`src/rtl/x_uart_tx_fifo.sv`:
```
// x_uart_tx_fifo: UART transmitter with a small transmit FIFO.
// Configurable character width, optional even/odd parity, and 1 or 2 stop bits.
// Upstream queues characters with i_valid/o_accept. The shifter pops the FIFO
// head whenever it is idle.
// Optional line-break generation: define X_UART_TX_FIFO_BREAK_EN to add i_break.
module x_uart_tx_fifo #(
   parameter int p_clk_hz     = 12000000,
   parameter int p_baud       = 115200,
   parameter int p_data_bits  = 8,
   parameter int p_fifo_depth = 4
) (
   input  logic                            i_clk,
   input  logic                            i_rst_n,
   input  logic [p_data_bits-1:0]          i_data,
   input  logic                            i_valid,
   output logic                            o_accept,
   input  logic [1:0]                      i_parity,
   input  logic                            i_stop2,
`ifdef X_UART_TX_FIFO_BREAK_EN
   input  logic                            i_break,
`endif
   output logic                            o_tx,
   output logic                            o_busy,
   output logic [$clog2(p_fifo_depth):0]   o_level
);

   localparam int unsigned c_div  = p_clk_hz / p_baud;
   localparam int          c_tw   = (c_div > 1) ? $clog2(c_div) : 1;
   localparam int          c_bw   = $clog2(p_data_bits + 1);
   localparam int          c_aw   = $clog2(p_fifo_depth);
   localparam logic [c_tw-1:0] c_tmax = c_tw'(c_div - 1);
   localparam logic [c_bw-1:0] c_bmax = c_bw'(p_data_bits - 1);

   // S_BRK and S_MAB are only reachable when break generation is built in.
   typedef enum logic [2:0] {
      S_IDLE,
      S_START,
      S_DATA,
      S_PARITY,
      S_STOP1,
      S_STOP2,
      S_BRK,
      S_MAB
   } state_t;

   state_t                  state_q, state_d;
   logic [c_tw-1:0]         timer_q, timer_d;
   logic [c_bw-1:0]         bitcnt_q, bitcnt_d;
   logic [p_data_bits-1:0]  shifter_q, shifter_d;
   logic                    par_en_q, par_en_d;
   logic                    par_bit_q, par_bit_d;
   logic                    stop2_q, stop2_d;
   logic                    tx_q, tx_d;
   logic [c_aw:0]           wr_ptr_q, wr_ptr_d;
   logic [c_aw:0]           rd_ptr_q, rd_ptr_d;
   logic [p_data_bits-1:0]  mem_q [p_fifo_depth];

   logic                    full;
   logic                    empty;
   logic                    push;
   logic                    pop;
   logic                    timer_end;
   logic                    brk_req;
   logic [p_data_bits-1:0]  head;

`ifdef X_UART_TX_FIFO_BREAK_EN
   assign brk_req = i_break;
`else
   assign brk_req = 1'b0;
`endif

   // FIFO status: the extra pointer MSB separates full from empty
   assign empty    = (wr_ptr_q == rd_ptr_q);
   assign full     = (wr_ptr_q[c_aw] != rd_ptr_q[c_aw]) &&
                     (wr_ptr_q[c_aw-1:0] == rd_ptr_q[c_aw-1:0]);
   assign push     = i_valid & ~full;
   assign head     = mem_q[rd_ptr_q[c_aw-1:0]];
   assign o_accept = push;
   assign o_level  = wr_ptr_q - rd_ptr_q;
   assign o_tx     = tx_q;
   assign o_busy   = (state_q != S_IDLE) | brk_req;

   // Pointer advance; wrap is implicit in the modulo-2*depth pointer width
   always_comb begin
      wr_ptr_d = wr_ptr_q + (c_aw + 1)'(push);
      rd_ptr_d = rd_ptr_q + (c_aw + 1)'(pop);
   end

   // Character sequencing, pop decision and next line level
   always_comb begin
      state_d   = state_q;
      bitcnt_d  = bitcnt_q;
      shifter_d = shifter_q;
      par_en_d  = par_en_q;
      par_bit_d = par_bit_q;
      stop2_d   = stop2_q;
      pop       = 1'b0;
      tx_d      = 1'b1;
      timer_end = (timer_q == c_tmax);

      if ((state_q == S_IDLE) || (state_q == S_BRK)) begin
         timer_d = '0;
      end else if (timer_end) begin
         timer_d = '0;
      end else begin
         timer_d = timer_q + 1'b1;
      end

      case (state_q)
         S_IDLE: begin
            if (brk_req) begin
               state_d = S_BRK;
            end else if (!empty) begin
               pop = 1'b1;
            end
         end
         S_START: begin
            if (timer_end) begin
               state_d  = S_DATA;
               bitcnt_d = '0;
            end
         end
         S_DATA: begin
            if (timer_end) begin
               shifter_d = shifter_q >> 1;
               if (bitcnt_q == c_bmax) begin
                  state_d = par_en_q ? S_PARITY : S_STOP1;
               end else begin
                  bitcnt_d = bitcnt_q + 1'b1;
               end
            end
         end
         S_PARITY: begin
            if (timer_end) state_d = S_STOP1;
         end
         S_STOP1: begin
            if (timer_end) state_d = stop2_q ? S_STOP2 : S_IDLE;
         end
         S_STOP2: begin
            if (timer_end) state_d = S_IDLE;
         end
         S_BRK: begin
            if (!brk_req) state_d = S_MAB;
         end
         S_MAB: begin
            // The mark-after-break period runs straight into the next start bit
            if (timer_end) begin
               if (!empty && !brk_req) begin
                  pop = 1'b1;
               end else begin
                  state_d = S_IDLE;
               end
            end
         end
         default: state_d = S_IDLE;
      endcase

      // Load the head character and freeze the frame format for its duration
      if (pop) begin
         shifter_d = head;
         par_en_d  = (i_parity == 2'b01) || (i_parity == 2'b10);
         par_bit_d = (^head) ^ (i_parity == 2'b10);
         stop2_d   = i_stop2;
         state_d   = S_START;
         timer_d   = '0;
      end

      case (state_d)
         S_START, S_BRK: tx_d = 1'b0;
         S_DATA:         tx_d = shifter_d[0];
         S_PARITY:       tx_d = par_bit_d;
         default:        tx_d = 1'b1;
      endcase
   end

   // Control state; reset aborts any character and returns the line to mark
   always_ff @(posedge i_clk or negedge i_rst_n) begin
      if (!i_rst_n) begin
         state_q   <= S_IDLE;
         timer_q   <= '0;
         bitcnt_q  <= '0;
         par_en_q  <= 1'b0;
         par_bit_q <= 1'b0;
         stop2_q   <= 1'b0;
         tx_q      <= 1'b1;
         wr_ptr_q  <= '0;
         rd_ptr_q  <= '0;
      end else begin
         state_q   <= state_d;
         timer_q   <= timer_d;
         bitcnt_q  <= bitcnt_d;
         par_en_q  <= par_en_d;
         par_bit_q <= par_bit_d;
         stop2_q   <= stop2_d;
         tx_q      <= tx_d;
         wr_ptr_q  <= wr_ptr_d;
         rd_ptr_q  <= rd_ptr_d;
      end
   end

   // Data storage needs no reset: FIFO slots and the shifter are qualified by control state
   always_ff @(posedge i_clk) begin
      shifter_q <= shifter_d;
      if (push) mem_q[wr_ptr_q[c_aw-1:0]] <= i_data;
   end

endmodule
```
`config.mk`:
```
export PLATFORM = sky130hd
export DESIGN_NAME = x_uart_tx_fifo
export DESIGN_NICKNAME = d
export VERILOG_FILES = /design/src/rtl/x_uart_tx_fifo.sv
export SDC_FILE = /design/constraint.sdc
export NUM_CORES = 1
export LEC_CHECK = 0
export BUFFER_PORTS_ARGS = -buffer_cell sky130_fd_sc_hd__buf_4
export CORE_MARGIN = 4
export CORE_UTILIZATION = 50
export CTS_BUF_LIST = sky130_fd_sc_hd__clkbuf_4 sky130_fd_sc_hd__clkbuf_8
export DETAILED_ROUTE_END_ITERATION = 12
export PLACE_DENSITY = 0.68
export SYNTH_ARGS = -nofsm -noshare
export SYNTH_HDL_FRONTEND = slang
export SYNTH_SLANG_ARGS = --single-unit
```
`constraint.sdc`:
```
create_clock -name i_clk -period 3.8 [get_ports i_clk]
set_input_delay 0.76 -clock i_clk [delete_from_list [all_inputs] [get_ports i_clk]]
set_output_delay 0.76 -clock i_clk [all_outputs]
set_load 0.05 [all_outputs]
```
; After elaboration in Yosys (flattened, before gate mapping)
; Memories as Yosys holds them, arrays and structs flattened.
; Cells that the tools add are included.
[op_classes]
add_sub_neg = 5
eq_ne = 21
n_mux = 29
bitwise = 3
n_reduce_logical = 12
[ops]
columns = operator, count
row1 = $mux 3, 11
row2 = $mux 8, 3
row3 = $pmux 3 s8, 1
row4 = $mux 7, 3
row5 = $eq 3x3->1 const B, 5
row6 = $eq 3x2->1 const B, 4
row7 = $mux 4, 3
row8 = $pmux 4 s2, 1
row9 = $reduce_xor 8->1, 1
row10 = $add 7x1->7 const B, 1
row11 = $eq 7x7->1 const B, 1
row12 = $add 3x1->3, 2
row13 = $eq 3x1->1 const B, 2
row14 = $ne 2x2->1 const B, 3
row15 = $reduce_bool 2->1, 3
row16 = $mux 1, 5
row17 = $add 4x1->4 const B, 1
row18 = $eq 4x3->1 const B, 1
row19 = $reduce_and 4->1, 1
row20 = $eq 3x3->1, 1
row21 = $logic_not 3->1, 1
row22 = $pmux 1 s3, 1
row23 = $reduce_bool 3->1, 1
row24 = $sub 3x3->3, 1
row25 = other kinds (12), 13
[word_totals]
regBits = 32
mem_bits_rw = 32
out_inout_bits = 6
wordCells = 82
mem_count = 1
[mem_list]
columns = memory, depth, width, rd, rd_ports_with_merged_regs, write_ports, line_no
row1 = mem_q, 4, 8, 1, 0, 1, 56  ; logic [p_data_bits-1:0] mem_q [p_fifo_depth];

; Longest topological paths before layout
; Gate-level depths: netlist of the first run.
[depth]
depth_word = 8
depth_mapped = 11
depth_no_buf = 8

; Least setup slack after synthesis of the first run
; No wires, ideal clock.
[synth_timing]
kind = register -> output
from = reg wr_ptr_q[0]
to = out o_level[2]
arrival_time_ns = 1.790
required_time_ns = 3.040
slack_ns = 1.250
path_stages_with_launch = 6
cell_sequence = dfrtp_1 inv_1 ha_1 inv_1 fa_1 xor2_1
[synth_via]
elab_chain_len = 1
[synth_lines]
columns = item, line_no
row1 = from (decl), 54  ; logic [c_aw:0] wr_ptr_q, wr_ptr_d;
row2 = from (signal assigned), 196  ; wr_ptr_q <= wr_ptr_d;
row3 = $sub 3x3->3, 79  ; assign o_level = wr_ptr_q - rd_ptr_q;
row4 = to (decl), 24  ; output logic [$clog2(p_fifo_depth):0] o_level
; No other way between the ends.

; Worst setup path after layout of the first run
[layout_timing]
from = reg rd_ptr_q[0]
to = out o_level[2]
[layout_via]
elab_chain_len = 1
[layout_lines]
columns = item, line_no
row1 = from (decl), 55  ; logic [c_aw:0] rd_ptr_q, rd_ptr_d;
row2 = from (signal assigned), 197  ; rd_ptr_q <= rd_ptr_d;
row3 = $sub 3x3->3, 79
; No other way between the ends.

==> flow_summary.ini, run 1 <==
[run_status]
outcome = finished, final reports clean

[timing]
timing.final.crit_share = 0.7317
setup_viol = 0
layout_min_cycle_time_ns = 2.781
drv_slew = 0
final_hold_viol_count = 0
fin_setup_tns_ns = 0
timing.slew.headroom = 0.3460
fin_skew_ns = 0.007478
tightest_slew_ns = 0.9708
rsz0062_at_grt = false
timing.fmax_mhz = 359.6

[cells_and_area]
fin_area_sq_um = 3367
layout.nets = 261
regArea_sq_um = 1793
layout-drive-gt1-share = 0.1901
stdcell_count = 314
fillers = 441
area_delta_synth_final_pct = 12.74
multiInputGateArea_sq_um = 1081
diodes = 0

[logic_synthesis]
synth_top_family_by_area = simple AND/OR/NAND/NOR gates
synth_area_sq_um = 2987
synth.distinct_cells = 52
synth_fp_nets = 239
async_flop_share = 0.3750
synth_compound_area_frac = 0.08588
synth_edf_count = 39
synth.yosys.seq_area_share = 0.6003
ys.flop_type = edfxtp_1
syn-instance-count = 215
synth.avg_cell_area_sq_um = 13.89
yosys.area_share.simple = 0.1114
synthAdderAreaFrac = 0.04441
synth_xor_area_frac = 0.05111
yosysWarnings = 0
postSynthRegisterBits = 64
muxShareOfSynthArea = 0.06912

[clocking]
numCtsBuffers = 9
postCtsSetupBuffers = 0
cts_resized = 0
clk_pin_slew_ns = 0.08
root_buffer = clkbuf_8
cts_tree = done
postCtsHoldBufs = 0
insertion_delay_ns = 0.33
cts.sink_count = 64
cts_max_path_buffers = 2
cts_max_level = 3

[global_routing]
grt_max_degree = 25
antenna_found_initial = 0
grt_pass1_vias = 1727
track_usage = 0.1523
grt_pass1_wl_mm = 8.480
overflow = 0

[power]
vdd_ir_drop_max_mv = 0.5288
switchingPower_mw = 1.009
internal-power_mw = 1.725
combPwrFrac = 0.383
seq_power_share = 0.402
p_clk_frac = 0.215
power_density_nw_per_um2 = 812.2
switching_share = 0.3691
total_leakage_power_nw = 1.357

[critical_path]
crit_arrival_ns = 2.02
cp_max_fo = 10
path_class = reg2out
required_ns = 3.04
cp-end-kind = output port
startpoint_type = register

[die]
die_w_microns = 85.29
die_area_sq_um = 7274
core-area_sq_um = 5642
start_util = 0.5294
rows = 27
die_h_microns = 85.29
ioPinCount = 20

[place]
placedCellCount = 298
gp_congestion = 0.9023
dp_hpwl_mm = 3.525
port_buffers = 19
dpl-instance-area_sq_um = 3163

[min_path]
hold_class = in2async

[routing]
drt_pre_antenna_iters = 4
drt-total-wl_mm = 5.022
drt_drc_violations_left = 0
routedWlPerCell_microns = 15.99
ant_nets = 0
drt-vias-per-instance = 5.484
via_count = 1722
drtIter0Drc = 148

[job]
cap_viol_max_count = 0
-- metal layers --
layer  wire length [microns]  up-vias  part of all wire  GRT usage
li1                        -      854                 -          -
met2                    2524       28              0.50     0.2387
met1                    2267      835              0.45     0.1994
met3                     171        5             0.034    0.03301
met4                      59        0             0.012    0.07770
met5                       0        -                 0          0
-- through the flow --
stage               setup slack (ns)  hold WS (ns)  utilization  power (mW)
CTS                           0.9603        0.3159       0.5968       2.767
floorplan                      1.250        0.4231            -       1.956
detailed placement             1.340        0.4528       0.5607       2.178
finish                         1.019        0.3198       0.5968       2.735
global placement               1.327        0.4447       0.5607       2.156
global route                  0.8365        0.3374       0.5968       2.909
-- power by group through the flow --
stage               registers (mW)  clock network, mW  logic (mW)
finish                        1.10              0.588        1.05
global route                  1.13              0.641        1.14
CTS                           1.10              0.601        1.06
detailed placement            1.12                  0        1.06
global placement              1.11                  0        1.04
floorplan                     1.05                  0       0.910
-- sequential cells by signal (all words and copies together) (netlist names) --
signal     count
rd_ptr_q       3
wr_ptr_q       3
shifter_q      8
o_tx           1
mem_q         32
bitcnt_q       4
par_en_q       1
par_bit_q      1
stop2_q        1
timer_q        7
state_q        3
-- synth_stat cells, drive strengths merged (5+ instances only) --
| master | count | area (sq um) |
|---|---|---|
| nor2 | 10 | 37.54 |
| inv | 13 | 48.80 |
| nand2 | 14 | 52.55 |
| ha | 9 | 112.6 |
| xor2 | 6 | 52.55 |
| mux4 | 8 | 195.2 |
| a22o | 6 | 53.80 |
| nor3 | 5 | 25.02 |
| o21ai | 9 | 45.04 |
| dfrtp | 23 | 575.6 |
| and3 | 6 | 37.54 |
| edfxtp | 39 | 1171 |
| a21oi | 5 | 25.02 |
| xnor2 | 8 | 77.58 |
| buf | 7 | 46.29 |
| nand3 | 8 | 40.04 |
-- cells by family (layout without fill, tap and decap cells) --
family / count (synthesis) / count (layout)
flops: 64 / 64
simple gates: 59 / 59
compound gates: 36 / 36
buf+inv: 22 / 49
xor+xnor: 15 / 15
fa+ha+maj: 10 / 10
mux: 9 / 9
-- worst max-delay path, cell delays in order, from the launching register on --
cell and delay, ns:
dfrtp_1 0.66, ha_1 0.24, inv_1 0.05, fa_1 0.37, xor2_1 0.17, buf_4 0.20
-- layout make-up --
class / instances / area share
repair buffers: 20 / 0.04459
flip-flops and latches: 64 / 0.5325
well taps: 72 / 0.02676
inverters: 13 / 0.01449
clock inverters: 7 / 0.02378
clock buffers: 9 / 0.03679
multi-input cells: 129 / 0.3211
-- final timing paths --
path	slack, ns	cells after the start	end	start
worst max-delay path	1.02	5	o_level[2]	rd_ptr_q[0]
worst min-delay path	0.32	1	state_q[1]	i_rst_n
worst max register to register	1.39	7	rd_ptr_q[2]	rd_ptr_q[0]
worst min register to register	0.46	1	timer_q[0]	timer_q[0]
max in group asynchronous	3.19	1	o_tx	i_rst_n
min in group i_clk	0.46	1	timer_q[0]	timer_q[0]
-- layout by cell type, fill, tap and decap left out, types with 2 or more instances in the layout --
cell | Yosys | layout
clkbuf_8 | 1 | 9
clkinv_4 | 0 | 2
o211a_1 | 2 | 2
nor3_1 | 5 | 5
nor3b_1 | 2 | 2
edfxtp_1 | 39 | 39
a22o_1 | 5 | 5
xor2_1 | 6 | 6
nand3_1 | 8 | 8
buf_4 | 2 | 20
xnor2_1 | 7 | 7
o21ai_0 | 8 | 8
dfrtp_1 | 23 | 23
nand4_1 | 2 | 2
a21oi_1 | 5 | 5
mux4_2 | 4 | 4
nand2_1 | 14 | 14
o21a_1 | 2 | 2
a21o_1 | 2 | 2
nor2b_1 | 2 | 2
mux4_1 | 4 | 4
a221oi_1 | 2 | 2
o211ai_1 | 2 | 2
nor2_1 | 10 | 10
and3_1 | 6 | 6
ha_1 | 9 | 9
inv_1 | 13 | 13
a22oi_1 | 2 | 2
(Power assumes the default switching activity.)
==> run 2: changes to the inputs <==
- PLACE_DENSITY: 0.68 -> 0.71
- clock period: 3.8 -> 2.45 ns (I/O delays scaled with it)
==> flow_summary.ini, run 2 (synthesis results as in run 1) <==
[global_routing]
track_usage = 0.1594
overflow = 0
grt_pass1_vias = 1795
grt_pass1_wl_mm = 8.859
grt_max_degree = 25
antenna_found_initial = 0

[place]
gp_congestion = 0.9134
port_buffers = 19
dp_hpwl_mm = 3.549
placedCellCount = 306

[critical_path]
crit_arrival_ns = 1.81
cp_max_fo = 5
path_class = reg2out
crit_path_frequent_cell = inv_1
ff2ff_setup_slack_ns = 0.28
cpLargestDelayFamily = adder cells
critical_path.slowest_cell = dfrtp_2
slowest_delay_ns = 0.44
path_cells = inv_1, ha_1, inv_1, fa_1, xor2_1, buf_4
cp-end-kind = output port
startpoint_type = register
required_ns = 1.96
cp_num_buf_inv = 3

[die]
core-area_sq_um = 5642
start_util = 0.5294
die_h_microns = 85.29
rows = 27
die_area_sq_um = 7274
die_w_microns = 85.29
ioPinCount = 20

[cells_and_area]
final_util = 0.6086
layout.nets = 270
largest_reg_flops = 32
diodes = 0
multiInputGateArea_sq_um = 1086
layout_common_cells = edfxtp_1 (39), buf_4 (29), dfrtp_1 (21)
layout-drive-gt1-share = 0.2271
layout_commonest_cell = edfxtp_1
fillers = 415
regArea_sq_um = 1795
stdcell_count = 323
area_delta_synth_final_pct = 14.96

[clocking]
root_buffer = clkbuf_8
cts.sink_count = 64
clk_pin_slew_ns = 0.07
numCtsBuffers = 9
cts_max_path_buffers = 2
cts_tree = done
postCtsHoldBufs = 0
cts_max_level = 3
insertion_delay_ns = 0.34

[routing]
routedWlPerCell_microns = 15.68
ant_nets = 0
drtIter0Drc = 143
drt-total-wl_mm = 5.066
drt_drc_violations_left = 0
drt_pre_antenna_iters = 5
via_count = 1822
drt-vias-per-instance = 5.641

[timing]
timing.slew.headroom = 0.4145
fin_skew_ns = 0.008089
hold_ws_ns = 0.04215
layout_min_cycle_time_ns = 2.297
setup_viol = 0
timing.fmax_mhz = 435.3
timing.final.crit_share = 0.9377
fin_setup_tns_ns = 0
drv_slew = 0
final_hold_viol_count = 0
rsz0062_at_grt = false
tightest_slew_ns = 0.8691

[min_path]
hold_class = in2async

[power]
vdd_ir_drop_max_mv = 0.9116
power_mw = 4.307
power_density_nw_per_um2 = 1255
total_leakage_power_nw = 1.394

[job]
cap_viol_max_count = 0

[run_status]
outcome = finished, final reports clean
run 2: final cells by class:
cell class,instances,area share
clock buffers,9,0.03608
flip-flops and latches,64,0.5230
repair buffers,29,0.06341
clock inverters,7,0.02077
well taps,72,0.02624
inverters,13,0.01421
multi-input cells,129,0.3163
run 2: path summary, 6_finish.rpt:
path | depth (start not counted) | start | end
min | 1 | i_rst_n | timer_q[3]
min reg2reg | 1 | timer_q[0] | timer_q[0]
max | 6 | wr_ptr_q[0] | o_level[2]
max reg2reg | 8 | timer_q[0] | rd_ptr_q[2]
min in group i_clk | 1 | i_data[7] | mem_q[2][7]
max in group asynchronous | 1 | i_rst_n | o_tx
run 2: what timing repair did:
item,in CTS,in global routing
resized for setup,1,1
setup endpoints to repair,2,1
buffers inserted,0,1
run 2: power breakdown:
| part | switching, mW | internal [mW] | total [mW] |
|---|---|---|---|
| Clock | 0.421 | 0.469 | 0.890 |
| Combinational | 0.964 | 0.806 | 1.77 |
| Sequential | 0.180 | 1.47 | 1.65 |
| Total | 1.56 | 2.74 | 4.31 |
run 2: worst reg2reg max path, cell delays in order, from the launching register on:
cell     delay [ns]
dfrtp_1        0.39
ha_1           0.26
and3_1         0.24
a41oi_1        0.26
or2_1          0.25
inv_1          0.12
ha_1           0.20
ha_1           0.19
xor2_1         0.14
run 2: metrics by stage:
stage | worst slack [ns] | area [sq um]
after floorplan | 0.1585 | 2992
after global placement | 0.2202 | 3228
after detailed placement | 0.1551 | 3228
after CTS | 0.06182 | 3425
after global routing | 0.01812 | 3433
final | 0.1527 | 3433
run 2: layer usage:
layer	wire (microns)	share of wire	global-route usage
met2	2476	0.49	0.2521
met1	2242	0.44	0.1980
met3	240	0.047	0.05049
met4	106	0.021	0.07770
met5	0	0	0
==> run 3: changes to the inputs <==
- CORE_UTILIZATION: 50 -> 45
- PLACE_DENSITY: 0.71 -> not set
==> flow_summary.ini, run 3 (synthesis results as in run 1) <==
[run_status]
outcome = finished, final reports clean

[global_routing]
track_usage = 0.1432
grt_pass1_wl_mm = 8.300
grt_pass1_vias = 1690
overflow = 0
grt_max_degree = 25
antenna_found_initial = 0

[cells_and_area]
layout-drive-gt1-share = 0.2362
multiInputGateArea_sq_um = 1086
regArea_sq_um = 1794
layout.nets = 273
layout_commonest_cell = edfxtp_1
layout_common_cells = edfxtp_1 (39), buf_4 (32), dfrtp_1 (22)
largest_reg_flops = 32
area_delta_synth_final_pct = 15.88
fillers = 525
diodes = 0

[critical_path]
cp_num_buf_inv = 3
slowest_delay_ns = 0.43
crit_arrival_ns = 1.81
path_class = reg2out
path_cells = inv_1, ha_1, inv_1, fa_1, xor2_1, buf_4
cp-end-kind = output port
critical_path.slowest_cell = dfrtp_1
cp_max_fo = 5
required_ns = 1.96
crit_path_frequent_cell = inv_1
cpLargestDelayFamily = adder cells
startpoint_type = register

[timing]
drv_slew = 0
timing.slew.headroom = 0.6639
rsz0062_at_grt = false
fin_setup_tns_ns = 0
timing.fmax_mhz = 434.8
setup_viol = 0
timing.final.crit_share = 0.9388
fin_ws_ns = 0.1499
layout_min_cycle_time_ns = 2.300
fin_skew_ns = 0.007778
final_hold_viol_count = 0
tightest_slew_ns = 0.5003

[routing]
drtIter0Drc = 108
drt_pre_antenna_iters = 4
top_layer_used = met4
drt-vias-per-instance = 5.366
wl_met2_mm = 2.477
routedLengthMet1_mm = 2.318
ant_nets = 0
routedWlPerCell_microns = 15.37
drt_drc_violations_left = 0
drt-total-wl_mm = 5.089
via_count = 1776
wl_met3_microns = 204

[clocking]
cts_max_path_buffers = 2
cts_max_level = 3
postCtsHoldBufs = 0
cts_tree = done
insertion_delay_ns = 0.34
root_buffer = clkbuf_8
cts.sink_count = 64
clk_pin_slew_ns = 0.08
numCtsBuffers = 9

[power]
p_clk_frac = 0.205
switchingPower_mw = 1.562
combPwrFrac = 0.410
total_leakage_power_nw = 1.408
power_density_nw_per_um2 = 1242
internal-power_mw = 2.737
vdd_ir_drop_max_mv = 0.6266
seq_power_share = 0.385
switching_share = 0.3634

[die]
start_util = 0.4677
ioPinCount = 20
die_area_sq_um = 8004
die_h_microns = 89.47
rows = 29
core-area_sq_um = 6386
die_w_microns = 89.47

[place]
dp_hpwl_mm = 3.574
dp_slack_ns = 0.1662
gp_congestion = 0.8690
port_buffers = 19

[job]
cap_viol_max_count = 0

[min_path]
hold_class = in2async
run 3: final cells by class:
class | count | share of cell area
clock buffers | 9 | 0.03579
clock inverters | 7 | 0.02061
inverters | 13 | 0.01410
multi-input cells | 129 | 0.3138
flip-flops and latches | 64 | 0.5184
well taps | 77 | 0.02784
repair buffers | 32 | 0.06941
run 3: path summary, 6_finish.rpt:
path	startpoint	end	slack [ns]	depth (start not counted)
worst max-delay path	wr_ptr_q[0]	o_level[2]	0.15	6
worst min-delay path	i_rst_n	timer_q[6]	0.05	1
worst max register to register	state_q[0]	o_tx	0.35	5
worst min register to register	timer_q[0]	timer_q[0]	0.46	1
max in group asynchronous	i_rst_n	o_tx	2.11	1
min in group i_clk	i_data[5]	mem_q[3][5]	0.35	1
run 3: metal layers:
layer | global-route usage | vias up
li1 | - | 875
met2 | 0.2264 | 41
met4 | 0.07442 | 0
met1 | 0.1841 | 853
met5 | 0 | -
met3 | 0.03318 | 7
run 3: per-stage QoR:
step	utilization	std cells	power, mW	hold slack (ns)	area [sq um]
after floorplan	-	215	3.038	0.1944	2992
after global placement	0.5088	313	3.424	0.4203	3249
after detailed placement	0.5088	313	3.442	0.4165	3249
after CTS	0.5396	329	4.335	0.04691	3446
after global routing	0.5419	331	4.589	0.05103	3461
final	0.5419	331	4.299	0.04502	3461
run 3: worst reg2reg max path, stage by stage (launching register included):
cell and delay [ns]:
dfrtp_1 0.49, nor4b_4 0.39, and3_1 0.46, o221ai_1 0.25, a221oi_1 0.28, o21ai_0 0.15
run 3: power groups by stage:
stage	combinational [mW]	clock [mW]	sequential (mW)
after CTS	1.74	0.907	1.69
final	1.76	0.880	1.66
after detailed placement	1.73	0	1.71
after floorplan	1.41	0	1.62
after global placement	1.72	0	1.70
after global routing	1.94	0.960	1.69
run 3: what timing repair did:
action                                 4_1_cts  5_1_grt
setup endpoints to repair                    2        1
endpoints found under the hold margin        0        0
buffers inserted                             0        2
resized for setup                            1        0
